**src/rtl/spi_arb_pkg.sv**
```systemverilog
// Shared types and helpers for the SPI arbiter.
//   arb_state_t : arbiter FSM states
//   req_id_t    : identifies the granted requester
//   cnt_width   : width of the shared timeout/gap down-counter
package spi_arb_pkg;

  typedef enum logic [2:0] {IDLE, LAUNCH, XFER, DONE, GAP} arb_state_t;
  typedef enum logic {REQ_A2D, REQ_INERT} req_id_t;

  // The timer is shared by the timeout and gap phases, so it has to be
  // wide enough for whichever terminal count is larger.
  function automatic int cnt_width(input int a, input int b);
    int w;
    w = (a > b) ? a : b;
    return (w < 1) ? 1 : w;
  endfunction

endpackage

```
**src/rtl/spi_arbiter_if.sv**
```systemverilog
// Bus between the arbiter and the single SPI master.
//   spi_snd   : 1-cycle start strobe to the master
//   spi_cmd   : command word, stable from LAUNCH through XFER
//   spi_done  : master completion pulse
//   spi_resp  : master response, valid with spi_done
//   sel_inert : 1 = inertial slave selected (steers SS and MISO muxes)
// modport master : arbiter side; modport slave : SPI master side.
interface spi_arbiter_if;
  logic        spi_snd;
  logic [15:0] spi_cmd;
  logic        spi_done;
  logic [15:0] spi_resp;
  logic        sel_inert;

  modport master (output spi_snd, spi_cmd, sel_inert, input spi_done, spi_resp);
  modport slave  (input spi_snd, spi_cmd, sel_inert, output spi_done, spi_resp);
endinterface

```
**src/rtl/spi_arb_timer.sv**
```systemverilog
// Saturating down-counter used for both the XFER timeout and the GAP length.
//   clk, rst_n : clock, async active-low reset
//   load       : load load_val (has priority over count)
//   load_val   : terminal-count start value
//   count      : decrement by one, holding at zero
//   expired    : counter is at zero
module spi_arb_timer #(
  parameter int W = 12
) (
  input  logic         clk,
  input  logic         rst_n,
  input  logic         load,
  input  logic [W-1:0] load_val,
  input  logic         count,
  output logic         expired
);

  logic [W-1:0] cnt;

  always_ff @(posedge clk or negedge rst_n) begin
    if (!rst_n) begin
      cnt <= '0;
    end else if (load) begin
      cnt <= load_val;
    end else if (count && (cnt != '0)) begin
      cnt <= cnt - W'(1);
    end
  end

  assign expired = (cnt == '0);

endmodule

```
**src/rtl/spi_arbiter.sv**
```systemverilog
// Shares one SPI master between the A2D sequencer and the inertial interface:
// arbitrates, launches the granted command, waits for completion (or timeout),
// returns the response and then holds off for a guard gap. All outputs are
// registered.
//   clk, rst_n               : clock, async active-low reset
//   a2d_req/cmd/gnt/done     : A2D requester handshake
//   inert_req/cmd/gnt/done   : inertial requester handshake
//   rsp, tmo_err             : response word and timeout flag (with done)
//   spi                      : master-side bus (spi_arbiter_if.master)
module spi_arbiter
  import spi_arb_pkg::*;
#(
  parameter int INERT_PRIO = 1,
  parameter int GAP_CYC    = 4,
  parameter int TIMEOUT    = 4095
) (
  input  logic          clk,
  input  logic          rst_n,
  input  logic          a2d_req,
  input  logic [15:0]   a2d_cmd,
  output logic          a2d_gnt,
  output logic          a2d_done,
  input  logic          inert_req,
  input  logic [15:0]   inert_cmd,
  output logic          inert_gnt,
  output logic          inert_done,
  output logic [15:0]   rsp,
  output logic          tmo_err,
  spi_arbiter_if.master spi
);

  localparam int CW = cnt_width($clog2(TIMEOUT + 1), $clog2(GAP_CYC + 1));
  localparam logic [CW-1:0] TMO_LD = CW'(TIMEOUT);
  // Loaded on entry to GAP; GAP exits in the cycle the count reaches zero.
  localparam logic [CW-1:0] GAP_LD = CW'((GAP_CYC > 0) ? GAP_CYC - 1 : 0);

  arb_state_t    state, state_nxt;
  req_id_t       pick;
  logic          snd_q, snd_nxt;
  logic [15:0]   cmd_q, cmd_nxt;
  logic          sel_q, sel_nxt;
  logic          a2d_gnt_nxt, inert_gnt_nxt;
  logic          a2d_done_nxt, inert_done_nxt;
  logic [15:0]   rsp_nxt;
  logic          tmo_nxt;
  logic          last_inert, last_nxt;
  logic          tmr_load, tmr_count, tmr_expired;
  logic [CW-1:0] tmr_val;

  spi_arb_timer #(.W(CW)) u_timer (
    .clk      (clk),
    .rst_n    (rst_n),
    .load     (tmr_load),
    .load_val (tmr_val),
    .count    (tmr_count),
    .expired  (tmr_expired)
  );

  always_ff @(posedge clk or negedge rst_n) begin
    if (!rst_n) state <= IDLE;
    else        state <= state_nxt;
  end

  always_comb begin
    state_nxt      = state;
    pick           = REQ_A2D;
    snd_nxt        = 1'b0;
    cmd_nxt        = cmd_q;
    sel_nxt        = sel_q;
    a2d_gnt_nxt    = a2d_gnt;
    inert_gnt_nxt  = inert_gnt;
    a2d_done_nxt   = 1'b0;
    inert_done_nxt = 1'b0;
    rsp_nxt        = rsp;
    tmo_nxt        = 1'b0;
    last_nxt       = last_inert;
    tmr_load       = 1'b0;
    tmr_val        = '0;
    tmr_count      = 1'b0;

    // Inertial wins a tie under priority mode, or in round-robin when A2D
    // was served last.
    if (inert_req && (!a2d_req || (INERT_PRIO != 0) || !last_inert))
      pick = REQ_INERT;

    unique case (state)
      IDLE: begin
        if (a2d_req || inert_req) begin
          state_nxt     = LAUNCH;
          snd_nxt       = 1'b1;
          sel_nxt       = (pick == REQ_INERT);
          cmd_nxt       = (pick == REQ_INERT) ? inert_cmd : a2d_cmd;
          a2d_gnt_nxt   = (pick == REQ_A2D);
          inert_gnt_nxt = (pick == REQ_INERT);
        end
      end
      LAUNCH: begin
        state_nxt = XFER;
        tmr_load  = 1'b1;
        tmr_val   = TMO_LD;
      end
      XFER: begin
        if (spi.spi_done || tmr_expired) begin
          state_nxt      = DONE;
          a2d_done_nxt   = !sel_q;
          inert_done_nxt = sel_q;
          a2d_gnt_nxt    = 1'b0;
          inert_gnt_nxt  = 1'b0;
          last_nxt       = sel_q;
          rsp_nxt        = spi.spi_done ? spi.spi_resp : 16'h0000;
          tmo_nxt        = !spi.spi_done;
        end else begin
          tmr_count = 1'b1;
        end
      end
      DONE: begin
        if (GAP_CYC > 0) begin
          state_nxt = GAP;
          tmr_load  = 1'b1;
          tmr_val   = GAP_LD;
        end else begin
          state_nxt = IDLE;
          sel_nxt   = 1'b0;
        end
      end
      GAP: begin
        if (tmr_expired) begin
          state_nxt = IDLE;
          sel_nxt   = 1'b0;
        end else begin
          tmr_count = 1'b1;
        end
      end
      default: state_nxt = IDLE;
    endcase
  end

  always_ff @(posedge clk or negedge rst_n) begin
    if (!rst_n) begin
      snd_q      <= 1'b0;
      cmd_q      <= 16'h0000;
      sel_q      <= 1'b0;
      a2d_gnt    <= 1'b0;
      inert_gnt  <= 1'b0;
      a2d_done   <= 1'b0;
      inert_done <= 1'b0;
      rsp        <= 16'h0000;
      tmo_err    <= 1'b0;
      last_inert <= 1'b1;
    end else begin
      snd_q      <= snd_nxt;
      cmd_q      <= cmd_nxt;
      sel_q      <= sel_nxt;
      a2d_gnt    <= a2d_gnt_nxt;
      inert_gnt  <= inert_gnt_nxt;
      a2d_done   <= a2d_done_nxt;
      inert_done <= inert_done_nxt;
      rsp        <= rsp_nxt;
      tmo_err    <= tmo_nxt;
      last_inert <= last_nxt;
    end
  end

  assign spi.spi_snd   = snd_q;
  assign spi.spi_cmd   = cmd_q;
  assign spi.sel_inert = sel_q;

endmodule
```
**src/flat_wrapper.sv**
```systemverilog
// flat-port wrapper written by rule: the top's interface ports become plain ports
module spi_arbiter_flat import spi_arb_pkg::*;
#(
  parameter int INERT_PRIO = 1,
  parameter int GAP_CYC    = 4,
  parameter int TIMEOUT    = 4095
)
  (clk, rst_n, a2d_req, a2d_cmd, a2d_gnt, a2d_done, inert_req, inert_cmd, inert_gnt, inert_done, rsp, tmo_err, spi_spi_snd, spi_spi_cmd, spi_sel_inert, spi_spi_done, spi_spi_resp);
  spi_arbiter_if spi_i ();
  input  logic clk;
  input  logic rst_n;
  input  logic a2d_req;
  input  logic [15:0] a2d_cmd;
  output logic a2d_gnt;
  output logic a2d_done;
  input  logic inert_req;
  input  logic [15:0] inert_cmd;
  output logic inert_gnt;
  output logic inert_done;
  output logic [15:0] rsp;
  output logic tmo_err;
  output wire logic [$bits(spi_i.spi_snd)-1:0] spi_spi_snd;
  output wire logic [$bits(spi_i.spi_cmd)-1:0] spi_spi_cmd;
  output wire logic [$bits(spi_i.sel_inert)-1:0] spi_sel_inert;
  input wire logic [$bits(spi_i.spi_done)-1:0] spi_spi_done;
  input wire logic [$bits(spi_i.spi_resp)-1:0] spi_spi_resp;
  assign spi_spi_snd = spi_i.spi_snd;
  assign spi_spi_cmd = spi_i.spi_cmd;
  assign spi_sel_inert = spi_i.sel_inert;
  assign spi_i.spi_done = spi_spi_done;
  assign spi_i.spi_resp = spi_spi_resp;
  spi_arbiter #(.INERT_PRIO(INERT_PRIO), .GAP_CYC(GAP_CYC), .TIMEOUT(TIMEOUT)) u_core (.clk(clk), .rst_n(rst_n), .a2d_req(a2d_req), .a2d_cmd(a2d_cmd), .a2d_gnt(a2d_gnt), .a2d_done(a2d_done), .inert_req(inert_req), .inert_cmd(inert_cmd), .inert_gnt(inert_gnt), .inert_done(inert_done), .rsp(rsp), .tmo_err(tmo_err), .spi(spi_i));
endmodule
```
**config.mk**
```make
export PLATFORM = sky130hd
export DESIGN_NAME = spi_arbiter_flat
export DESIGN_NICKNAME = d
export VERILOG_FILES = /design/src/rtl/spi_arb_pkg.sv /design/src/rtl/spi_arbiter_if.sv /design/src/rtl/spi_arb_timer.sv /design/src/rtl/spi_arbiter.sv /design/src/flat_wrapper.sv
export SDC_FILE = /design/constraint.sdc
export NUM_CORES = 1
export LEC_CHECK = 0
export ABC_CLOCK_PERIOD_IN_PS = 2650
export CAP_MARGIN = 20
export CORE_UTILIZATION = 44
export DETAILED_ROUTE_END_ITERATION = 6
export PLACE_DENSITY = 0.89
export SYNTH_ARGS = -nofsm -noshare
export SYNTH_HDL_FRONTEND = slang
export SYNTH_SLANG_ARGS = --single-unit
```
**constraint.sdc**
```tcl
create_clock -name clk -period 2.65 [get_ports clk]
set_clock_uncertainty 0.05 [all_clocks]
set_input_delay 0.3975 -clock clk [delete_from_list [all_inputs] [get_ports clk]]
set_output_delay 0.3975 -clock clk [all_outputs]
set_load 0.05 [all_outputs]
```
-- Word-level counts from Yosys, hierarchy flattened
Index checks and enable logic that the tools add are counted.
- bits of input ports: 53
- logic and storage cells: 66
- output and inout bits: 39
- register bits after elaboration: 54
- reduce and logical (&&, ||, !) cells: 17
- add/subtract/negate cells: 1
- bitwise gates (word level): 1
- multiplexer cells: 29
- equal/unequal tests: 7
- operators with widths (kind ; number):
    two-way mux 16 bit ; 2
    two-way mux 12 bit ; 2
    case mux 12 bit (2 select lines) ; 1
    two-way mux 1 bit ; 16
    case mux 3 bit (5 select lines) ; 1
    zero test 12 bit ; 1
    nonzero test 12 bit ; 1
    subtractor 12 x 1 -> 12 bit (second input constant) ; 1
    two-way mux 3 bit ; 3
    AND reduction 3 bit ; 3
    case mux 1 bit (2 select lines) ; 4
    equality test 3 x 2 -> 1 bit (second input constant) ; 2
    inequality test 2 x 1 -> 1 bit (second input constant) ; 3
    nonzero test 2 bit ; 3
    AND reduction 2 bit ; 2
    equality test 3 x 1 -> 1 bit (second input constant) ; 1
    equality test 3 bit (second input constant) ; 1
    zero test 3 bit ; 1
    zero test 1 bit ; 2
    logical OR 1 bit ; 2
    OR reduction 2 bit ; 1
    logical AND 1 bit ; 1
    NOT 1 bit ; 1

-- Logic depth before layout (Yosys ltp)
Gate-level depths: netlist of run 1.
- depth after elaboration: 7
- gate-level depth with buffers: 7
- depth with buffers taken out: 6

-- Cells and area by module
Synthesis of run 1 repeated with hierarchy kept, for this count alone.
- cells, all modules: 237
- area total of the unflattened synthesis: 2547.4 µm²
- by module, submodules not included (module ; area each (µm²) ; cells each ; seq. area each (µm²) ; times used):
    spi_arbiter ; 1749.2 ; 148 ; 1051.0 ; 1
    spi_arb_timer ; 798.3 ; 89 ; 300.3 ; 1

-- Worst setup path after synthesis of run 1
Ideal clock, no wire load.
- path type: reg2reg
- from: reg u_core.u_timer.cnt[0]
- to: reg u_core.u_timer.cnt[10]
- period minus slack after synthesis: 1.841 ns
- buffers on the path: 0
- required time: 2.458 ns
- library setup time: 0.142 ns
- arrival: 1.649 ns
- setup slack: 0.809 ns
- cell stages (with the launch flop): 7
- cells stage by stage: dfrtp_1 > inv_1 > ha_1 > or3b_1 > or2_0 > o311ai_0 > o211ai_1
- longest elaborated chain between the ends: 6
- elaborated cells between the ends (all ways): 11
- classes of those cells: add/sub (1); mux (5); reduce/logical (5)
- ends and longest elaborated chain (what ; line ; text):
    start, declared ; spi_arb_timer.sv:18 ; logic [W-1:0] cnt;
    start signal, assigned ; spi_arb_timer.sv:24 ; cnt <= load_val;
    start signal, assigned ; spi_arb_timer.sv:26 ; cnt <= cnt - W'(1);
    branches (longest 6 deep; another with subtractor 12 x 1 -> 12 bit) ; n/a ;
Several ways; the timed one is not identified. The select of a mux whose other input is x is not followed.
A chain may end at the register's enable or synchronous reset.

-- Final worst setup path of run 1
- from: reg u_core.u_timer.cnt[0]
- to: reg u_core.inert_gnt
- longest elaborated chain between the ends: 4
- ends and longest elaborated chain (what ; line ; text):
    zero test 12 bit ; spi_arb_timer.sv:30 ; assign expired = (cnt == '0);
    logical OR 1 bit ; spi_arbiter.sv:103 ; if (spi.spi_done || tmr_expired) begin
    inequality test 2 x 1 -> 1 bit (no line) ; n/a ;
    AND reduction 3 bit (no line) ; n/a ;
    end signal, assigned ; spi_arbiter.sv:155 ; inert_gnt <= inert_gnt_nxt;
    end, declared ; spi_arbiter.sv:25 ; output logic inert_gnt,
Every way passes these cells.

==> results by group, run 1 <==
Global routing
  • Initial antenna violation count: 0
  • First-pass GRT wire length: 9860 um
  • Largest net degree at the start of global routing: 27
  • Total GRT Usage: 21.0%
  • GRT busiest layer: met2
  • Met3 Use GR: 4.47%
  • Remaining Overflow, GRT: 0
  • Vias in the first global route: between 2000 and 2500
  • Grt met2 use: between 30% and 40%
  • Met1 Use GR: roughly 26%

Detailed routing
  • DRT iter0 DRCs: ~150
  • Final WL: 5860 um
  • DR WL/cell: between 15 and 20 um
  • DRC errors left: 0
  • Via count: 2085
  • DRT Pass-1 Iters: 4
  • DR vias/cell: ~5.4
  • Final antenna-violating net count: 0

Clock tree
  • Root Buffer: clkbuf_8
  • # Post-CTS Setup Buffers: 0
  • Clock tree buffer depth: 2
  • Clock Latency Late Sink: 310 ps
  • Num CTS Buffers: 5
  • # hold bufs at CTS: 0
  • Clock transition at path regs: roughly 100 ps
  • H-tree lvl count: 2
  • CTS tree: yes
  • Post-CTS resize count: 0
  • Sink Count: 54

Logic synthesis
  • Synth Area in XOR/XNOR: less than 1%
  • Adder-cell area share of the yosys netlist: 0.999%
  • Synthesized flop and latch total: 54
  • Commonest cells in the netlist: dfrtp_1, o21ai_0, nand2_1
  • Synthesized cell area: 2510 um^2
  • Post-Syn Nets: 280
  • Synth top area cells: dfrtp_1, mux2i_1, a22o_1
  • Synth cell types: between 40 and 50
  • Avg Cell Area, Syn: 11.1 um^2
  • Top-count cell post-synth: dfrtp_1
  • Share of Yosys cell area claimed by the top area cell type: 53.9%
  • YS warnings: 0
  • Seq/Total Area, Yosys: 53.9%
  • Cells after Synth: between 200 and 250
  • Largest family of logic cells by synthesized area: compound AO/OA/AOI/OAI gates
  • Primary FF master, synth: dfrtp_1
  • Mux share of post-synthesis cell area: 6.39%
  • Yosys top cell by area: dfrtp_1
  • Async SR Flop Fraction: 100%
  • Number of synthesized flops with an enable pin: 0
  • Simple-Gate Fraction of Synth Area: 16.5%
  • Compound-gate portion of the synthesized area: 17.1%

STA
  • Final cycle utilization of the critical path: 87.3%
  • Final-report hold violation count: 0
  • Final Setup Violations: 0
  • RSZ-0062 raised after global routing: no
  • Max Slew Vio Count: 0
  • Worst slew margin: 61.1%
  • Final setup TNS: 0 ps
  • Min Tclk post-route: around 2300 ps
  • Fmax achieved: 432 MHz
  • Worst-margin pin slew: 583 ps

Floorplanning
  • Die height: around 77 um
  • Num rows: 27
  • CORE AREA: 5510 um^2
  • Die area: approximately 6000 um^2
  • Ports: a little over 90
  • Initial Util: 45.5%
  • Die width: 77.5 um

Pwr
  • Pwr dens: approximately 1200 nW/um^2
  • Maximum vdd drop: 0.638 mV
  • Leak: 1.48 nW

Critical path
  • R2R cell count: 7
  • CP max stage cell: and3_1
  • Worst Path Buf+Inv: 2
  • Crit path arrival time: 2470 ps
  • Startpoint Class: register
  • CP Capture Type: register
  • Critical-path maximum fanout: 21
  • Worst EP required: 2800 ps
  • Critical path's top delay family: simple AND/OR/NAND/NOR gates
  • CP cell instances: inv_1, ha_1, nor4b_2, and3_1, o21ai_1, buf_4, a31o_2
  • CP max stage delay: about 530 ps
  • Crit path kind: register to register
  • Number of cells on the critical path: 7

Final layout
  • Area delta synth->final: 41.4%
  • Nets: 365
  • Layout cells sized above 1: between 7 and 8%
  • Ant diodes: 0
  • Final Util: 64.4%

Placement
  • Dpl hpwl: 4380 um
  • # port buffers: 91
  • Gpl congestion: 0.816

Flow run
  • Number of max-cap violations: 0

Status
  • Status: finished clean

Hold path
  • Min-delay worst type: primary input to asynchronous set/reset pin
==> cells by family after synthesis <==
logic type | Yosys count
xor+xnor | 1
fa+ha+maj | 2
buf+inv | 23
mux | 16
flops | 54
compound gates | 61
simple gates | 68
==> registers in the layout (all words and copies together) (netlist names) <==
name,count
u_core.rsp,16
u_core.spi.spi_cmd,16
u_core.u_timer.cnt,12
u_core.state,3
u_core.a2d_done,1
u_core.a2d_gnt,1
u_core.inert_done,1
u_core.inert_gnt,1
u_core.spi.sel_inert,1
u_core.spi.spi_snd,1
u_core.tmo_err,1
==> area by class of cell <==
cell class	instances	area, um^2
Fill cell	432	1960
Inverter	5	18.8
Multi-Input combinational cell	148	1040
Timing Repair Buffer	96	943
Tap cell	72	90.1
Clock inverter	1	8.76
Clock buffer	7	96.3
Sequential cell	54	1350
==> metal layers <==
layer,vias to the layer above,routed length [um]
met5,-,0
met4,0,97
met3,7,275
met2,70,2980
met1,1014,2510
li1,994,-
==> worst paths after layout <==
kind | end | slack (ps) | startpoint
worst min register to register | u_core.a2d_done$_DFF_PN0_ | 430 | u_core.spi.sel_inert$_DFFE_PN0P_
worst max-delay path | u_core.inert_gnt$_DFFE_PN0P_ | 340 | u_core.u_timer.cnt[0]$_DFFE_PN0P_
worst min-delay path | u_core.rsp[3]$_DFFE_PN0P_ | 30 | rst_n
min in group clk | u_core.a2d_done$_DFF_PN0_ | 430 | u_core.spi.sel_inert$_DFFE_PN0P_
worst max register to register | u_core.inert_gnt$_DFFE_PN0P_ | 340 | u_core.u_timer.cnt[0]$_DFFE_PN0P_
max in group asynchronous | u_core.spi.spi_cmd[7]$_DFFE_PN0P_ | 1890 | rst_n
==> power by group <==
group          total (mW)  switching, mW  internal (mW)
Combinational        2.36           1.50          0.855
Clock               0.506          0.266          0.240
Sequential           1.49          0.300           1.19
Total                4.36           2.07           2.29
==> through the flow <==
step	setup slack, ps	area (um^2)	hold slack, ps	power [mW]	std cells
global placement	460	3440	368	3.79	375
CTS	338	3540	37.0	4.38	383
finish	337	3540	28.2	4.36	383
detailed placement	384	3440	377	3.87	375
global route	161	3540	66.7	4.60	383
floorplan	809	2510	51.9	3.09	225
==> worst reg2reg max path, stage by stage (launching register included) <==
cell	delay, ps
dfrtp_1	420
inv_1	110
ha_1	150
nor4b_2	310
and3_1	530
o21ai_1	130
buf_4	240
a31o_2	270
==> cell usage in the layout (no fill, tap or decap), types with 5 or more instances in the layout <==
master	n
a22o_1	17
a31oi_1	6
buf_4	5
clkbuf_8	7
clkdlybuf4s50_1	90
dfrtp_1	54
inv_1	5
mux2i_1	16
nand2_1	19
nand3_1	5
nor2_1	8
nor3_1	5
o21ai_0	21
or4_1	6
Power figures use the tool's default switching activity.
==> run 2: changes to the inputs <==
--- a/config.mk
+++ b/config.mk
@@ -10,6 +10,7 @@
 export CORE_UTILIZATION = 44
 export DETAILED_ROUTE_END_ITERATION = 6
 export PLACE_DENSITY = 0.89
+export SETUP_SLACK_MARGIN = 0.2
 export SYNTH_ARGS = -nofsm -noshare
 export SYNTH_HDL_FRONTEND = slang
 export SYNTH_SLANG_ARGS = --single-unit
==> results by group, run 2 (synthesized netlist as in run 1, its figures left out) <==
Status
  • Status: finished clean

Clock tree
  • H-tree lvl count: 2
  • CTS tree: yes
  • Clock Latency Late Sink: 310 ps
  • Num CTS Buffers: 5
  • Sink Count: 54
  • Clock tree buffer depth: 2
  • Root Buffer: clkbuf_8
  • Clock transition at path regs: 100 ps

Placement
  • Post-DP Area: 3440 um^2
  • Dpl hpwl: 4380 um
  • # port buffers: 91
  • Gpl congestion: 0.816
  • Dpl ws: approximately 380 ps
  • Placed cells: 375

STA
  • Min Tclk post-route: 2210 ps
  • Worst hold slack: 24.6 ps
  • RSZ-0062 raised after global routing: no
  • Final-report hold violation count: 0
  • Final setup TNS: 0 ps
  • Max Slew Vio Count: 0
  • Final cycle utilization of the critical path: 83.6%
  • Fmax achieved: 452 MHz
  • Worst-margin pin slew: 576 ps
  • Post-route setup slack: 435 ps
  • Final Setup Violations: 0
  • Worst slew margin: 61.6%

Critical path
  • CP Capture Type: register
  • CP max stage delay: 430 ps
  • CP cell instances: inv_1, ha_1, nor4b_2, and3_2, o21ai_1, buf_4, a31o_2
  • Worst EP required: about 2800 ps
  • CP max stage cell: and3_2
  • Crit path kind: register to register
  • Worst Path Buf+Inv: 2
  • Critical-path maximum fanout: 21
  • Crit path arrival time: 2370 ps
  • Critical path's top delay family: simple AND/OR/NAND/NOR gates
  • Startpoint Class: register

Final layout
  • Layout cells sized above 1: 7.40%
  • Ant diodes: 0
  • Final Util: around 64%
  • Design area: 3550 um^2
  • Area delta synth->final: 41.5%
  • Post-route insts no fill: 383
  • Commonest non-fill, non-tap cells in the layout: clkdlybuf4s50_1, dfrtp_1, o21ai_0
  • Most common cell after layout, fill and taps aside: clkdlybuf4s50_1
  • Nets: 365

Hold path
  • Min-delay worst type: primary input to asynchronous set/reset pin

Detailed routing
  • Final WL: 5860 um
  • Met1 wire length: 2470 um
  • DR WL/cell: 15.3 um
  • DRT Pass-1 Iters: 4
  • Final antenna-violating net count: 0
  • WL met2: between 2000 and 3000 um
  • Via count: around 2100
  • Metal3 WL: just over 300 um
  • DRT iter0 DRCs: 147
  • Highest metal layer with signal wires: met4
  • DRC errors left: 0
  • DR vias/cell: 5.47

Pwr
  • Pwr dens: 1230 nW/um^2
  • Maximum vdd drop: 0.638 mV
  • Leak: 1.48 nW
  • PnR Total Power: 4.36 mW

Global routing
  • Initial antenna violation count: 0
  • Largest net degree at the start of global routing: 27
  • Total GRT Usage: 21.0%
  • First-pass GRT wire length: 9860 um
  • Vias in the first global route: 2109
  • Remaining Overflow, GRT: 0

Floorplanning
  • Die area: 6000 um^2
  • CORE AREA: 5510 um^2
  • Die width: 77.5 um
  • Initial Util: 45.5%
  • Die height: 77.5 um
  • Num rows: 27
  • Ports: 92

Flow run
  • Number of max-cap violations: 0
==> run 2: what timing repair did <==
action	in CTS	in global routing
endpoints found under the setup margin	0	17
setup buffers	0	0
gates resized for setup	0	1
hold buffers	0	0
==> run 2: worst reg2reg max path: cells and delay by family, from the launching register on <==
| kind | cells | cell delay, ps |
|---|---|---|
| AND/OR/NAND/NOR | 2 | 760 |
| flip-flops | 1 | 420 |
| AO/OA/AOI/OAI | 2 | 370 |
| buffers and inverters | 2 | 360 |
| adder cells (fa/ha/maj) | 1 | 150 |
==> run 2: worst paths after layout <==
| kind | slack (ps) | cells after the start | endpoint | startpoint |
|---|---|---|---|---|
| worst max-delay path | 440 | 7 | u_core.inert_gnt$_DFFE_PN0P_ | u_core.u_timer.cnt[0]$_DFFE_PN0P_ |
| worst min-delay path | 20 | 1 | u_core.rsp[3]$_DFFE_PN0P_ | rst_n |
| worst max register to register | 440 | 7 | u_core.inert_gnt$_DFFE_PN0P_ | u_core.u_timer.cnt[0]$_DFFE_PN0P_ |
| worst min register to register | 430 | 1 | u_core.a2d_done$_DFF_PN0_ | u_core.spi.sel_inert$_DFFE_PN0P_ |
| max in group asynchronous | 1890 | 2 | u_core.spi.spi_cmd[7]$_DFFE_PN0P_ | rst_n |
| min in group clk | 430 | 1 | u_core.a2d_done$_DFF_PN0_ | u_core.spi.sel_inert$_DFFE_PN0P_ |
==> run 2: cell type report <==
| cell class | count | area, um^2 |
|---|---|---|
| Inverter | 5 | 18.8 |
| Multi-Input combinational cell | 148 | 1040 |
| Clock inverter | 1 | 8.76 |
| Clock buffer | 7 | 96.3 |
| Tap cell | 72 | 90.1 |
| Fill cell | 434 | 1960 |
| Timing Repair Buffer | 96 | 943 |
| Sequential cell | 54 | 1350 |
==> run 2: per-layer routing <==
layer,track usage [%],vias up
met1,25.6,1015
met5,0,-
li1,-,996
met3,4.47,10
met2,36.2,73
met4,7.92,0
==> run 2: where the power goes <==
group / internal [mW] / switching (mW) / total, mW
logic: 0.855 / 1.50 / 2.36
registers: 1.19 / 0.299 / 1.49
clock network: 0.240 / 0.269 / 0.509
total: 2.29 / 2.07 / 4.36
==> run 3: changes to the inputs <==
--- a/config.mk
+++ b/config.mk
@@ -5,7 +5,7 @@
 export SDC_FILE = /design/constraint.sdc
 export NUM_CORES = 1
 export LEC_CHECK = 0
-export ABC_CLOCK_PERIOD_IN_PS = 2650
+export ABC_CLOCK_PERIOD_IN_PS = 2100
 export CAP_MARGIN = 20
 export CORE_UTILIZATION = 44
 export DETAILED_ROUTE_END_ITERATION = 6
==> constraint.sdc (replaced) <==
create_clock -name clk -period 2.1 [get_ports clk]
set_clock_uncertainty 0.05 [all_clocks]
set_input_delay 0.315 -clock clk [delete_from_list [all_inputs] [get_ports clk]]
set_output_delay 0.315 -clock clk [all_outputs]
set_load 0.05 [all_outputs]
==> results by group, run 3 (synthesized netlist as in run 1, its figures left out) <==
Floorplanning
  • Die width: 77.5 um
  • Die height: 77.5 um
  • Ports: 92
  • Die area: 6000 um^2
  • Initial Util: 45.5%
  • Num rows: 27
  • CORE AREA: 5510 um^2

Critical path
  • Crit path arrival time: 2010 ps
  • Critical-path maximum fanout: 7
  • R2R setup slack: around 220 ps
  • Startpoint Class: register
  • CP Capture Type: register
  • CP max stage cell: dfrtp_1
  • Cell mode on critical path: buf_4
  • CP max stage delay: 380 ps
  • Reg-to-Reg End: u_core.u_timer.cnt[8]$_DFFE_PN0P_
  • CP cell instances: inv_2, ha_2, nor4b_4, and3_4, buf_6, buf_4, buf_4, o31ai_1, a31oi_1
  • Crit path kind: register to register
  • R2R cell count: 9
  • FF-to-FF Start: u_core.u_timer.cnt[0]$_DFFE_PN0P_
  • Worst EP required: 2230 ps

STA
  • Worst slew margin: 64.5%
  • Worst-margin pin slew: 533 ps
  • Post-route setup slack: between 200 and 250 ps
  • Max Slew Vio Count: 0
  • Final setup TNS: 0 ps
  • Final cycle utilization of the critical path: between 80% and 90%
  • Final Setup Violations: 0
  • Min Tclk post-route: 1880 ps
  • Final-report hold violation count: 0
  • Fmax achieved: 531 MHz
  • RSZ-0062 raised after global routing: yes

Pwr
  • Total net switching power: about 2.7 mW
  • Combinational Power Share: a little over half
  • Sequential fraction of design power: 33.8%
  • Maximum vdd drop: 0.768 mV
  • Pwr dens: 1500 nW/um^2
  • Cell internal pwr: roughly 3.0 mW
  • PnR Total Power: 5.62 mW
  • Sw frac: 47.4%
  • Clock group share of total power: 11.4%
  • Leak: between 1.5 and 2 nW

Final layout
  • Fillers: 419
  • Final Util: approximately two thirds
  • Commonest non-fill, non-tap cells in the layout: clkdlybuf4s50_1, dfrtp_1, o21ai_0
  • Nets: around 380
  • Post-route insts no fill: 394
  • Most common cell after layout, fill and taps aside: clkdlybuf4s50_1
  • Ant diodes: 0
  • Layout cells sized above 1: 14.0%
  • Area delta synth->final: 49.1%

Clock tree
  • Clock transition at path regs: about 100 ps
  • H-tree lvl count: 2
  • Clock Latency Late Sink: between 300 and 400 ps
  • Clock tree buffer depth: 2
  • CTS tree: yes
  • Sink Count: 54
  • Num CTS Buffers: 5
  • Root Buffer: clkbuf_8

Placement
  • Dpl ws: -8.99 ps
  • Placed cells: around 380
  • Dpl hpwl: 4130 um
  • # port buffers: between 90 and 100
  • Gpl congestion: 0.839

Global routing
  • Remaining Overflow, GRT: 0
  • GRT busiest layer: met2
  • Grt met2 use: 33.5%
  • First-pass GRT wire length: 10100 um
  • Met3 Use GR: 6.35%
  • Largest net degree at the start of global routing: 33
  • Initial antenna violation count: 0
  • Total GRT Usage: 21.0%
  • Met1 Use GR: between 20% and 30%
  • Vias in the first global route: 2108

Detailed routing
  • Final WL: 5920 um
  • DR vias/cell: approximately 5.4
  • DRC errors left: 0
  • Final antenna-violating net count: 0
  • DRT Pass-1 Iters: 4
  • DRT iter0 DRCs: around 160
  • Via count: 2125
  • DR WL/cell: roughly 15 um

Flow run
  • Number of max-cap violations: 0

Status
  • Status: finished clean

Hold path
  • HP Start: u_core.spi.sel_inert$_DFFE_PN0P_
  • Min-delay worst type: register to register
  • Hold Path Depth: 1
  • Hold endpoint: u_core.a2d_done$_DFF_PN0_
==> run 3: changes by cell type in the layout (fill, tap and decap cells not counted), sizes merged <==
cell | previous run | this run
clkdlybuf4s50 | 90 | 79
buf | 6 | 16
dlymetal6s2s | 0 | 11
dlygate4sd3 | 0 | 1
==> run 3: final cells by class <==
| cell class | instances | area, um^2 | share of cell area, % |
|---|---|---|---|
| flip-flops and latches | 54 | 1350 | 36.2 |
| multi-input cells | 148 | 1090 | 29.2 |
| repair buffers | 107 | 1080 | 28.8 |
| clock buffers | 7 | 96.3 | 2.58 |
| well taps | 72 | 90.1 | 2.41 |
| inverters | 5 | 18.8 | 0.502 |
| clock inverters | 1 | 8.76 | 0.234 |
==> run 3: power groups by stage <==
stage | Combinational (mW) | Clock (mW) | Sequential [mW]
2_1_floorplan | 0.954 | 0 | 2.94
3_3_place_gp | 2.95 | 0 | 1.86
3_5_place_dp | 3.01 | 0 | 1.88
4_1_cts | 3.06 | 0.656 | 1.88
5_1_grt | 3.25 | 0.704 | 1.96
6_report | 3.08 | 0.642 | 1.90
==> run 3: routing by layer <==
layer / vias to the layer above / part of all wire (%)
li1: 1021 / -
met1: 1016 / 43
met2: 78 / 49
met3: 10 / 6.5
met4: 0 / 1.4
met5: - / 0
==> run 3: per-stage QoR <==
step,hold slack (ps),instance area [um^2]
global placement,274,3480
global route,440,3740
finish,414,3740
detailed placement,277,3480
CTS,415,3660
floorplan,-30.6,2510
==> run 3: timing repair <==
action	in CTS	in global routing
gates resized for setup	7	27
setup buffers	5	1
endpoints found under the hold margin	22	0
hold buffers	1	0
pin swaps	3	5
endpoints found under the setup margin	25	40
==> run 3: worst max-delay path by stage <==
stage	startpoint	end	slack [ps]	cells after the start
final	u_core.u_timer.cnt[0]$_DFFE_PN0P_	u_core.u_timer.cnt[8]$_DFFE_PN0P_	220	9
after floorplan	u_core.u_timer.cnt[0]$_DFFE_PN0P_	u_core.u_timer.cnt[10]$_DFFE_PN0P_	260	6
after CTS	u_core.spi.sel_inert$_DFFE_PN0P_	spi_sel_inert	210	1
after global routing	u_core.u_timer.cnt[0]$_DFFE_PN0P_	u_core.u_timer.cnt[6]$_DFFE_PN0P_	120	6
after detailed placement	spi_spi_done	u_core.u_timer.cnt[4]$_DFFE_PN0P_	-9	5
after global placement	spi_spi_done	u_core.u_timer.cnt[4]$_DFFE_PN0P_	70	5
==> run 3: worst max-delay path, delay by kind of cell, from the launching register on <==
| kind | cells | cell delay [ps] |
|---|---|---|
| AOI/OAI and AO/OA | 2 | 350 |
| adders and majority gates | 1 | 180 |
| buffers and inverters | 4 | 460 |
| DFF | 1 | 380 |
| and+or+nand+nor | 2 | 330 |
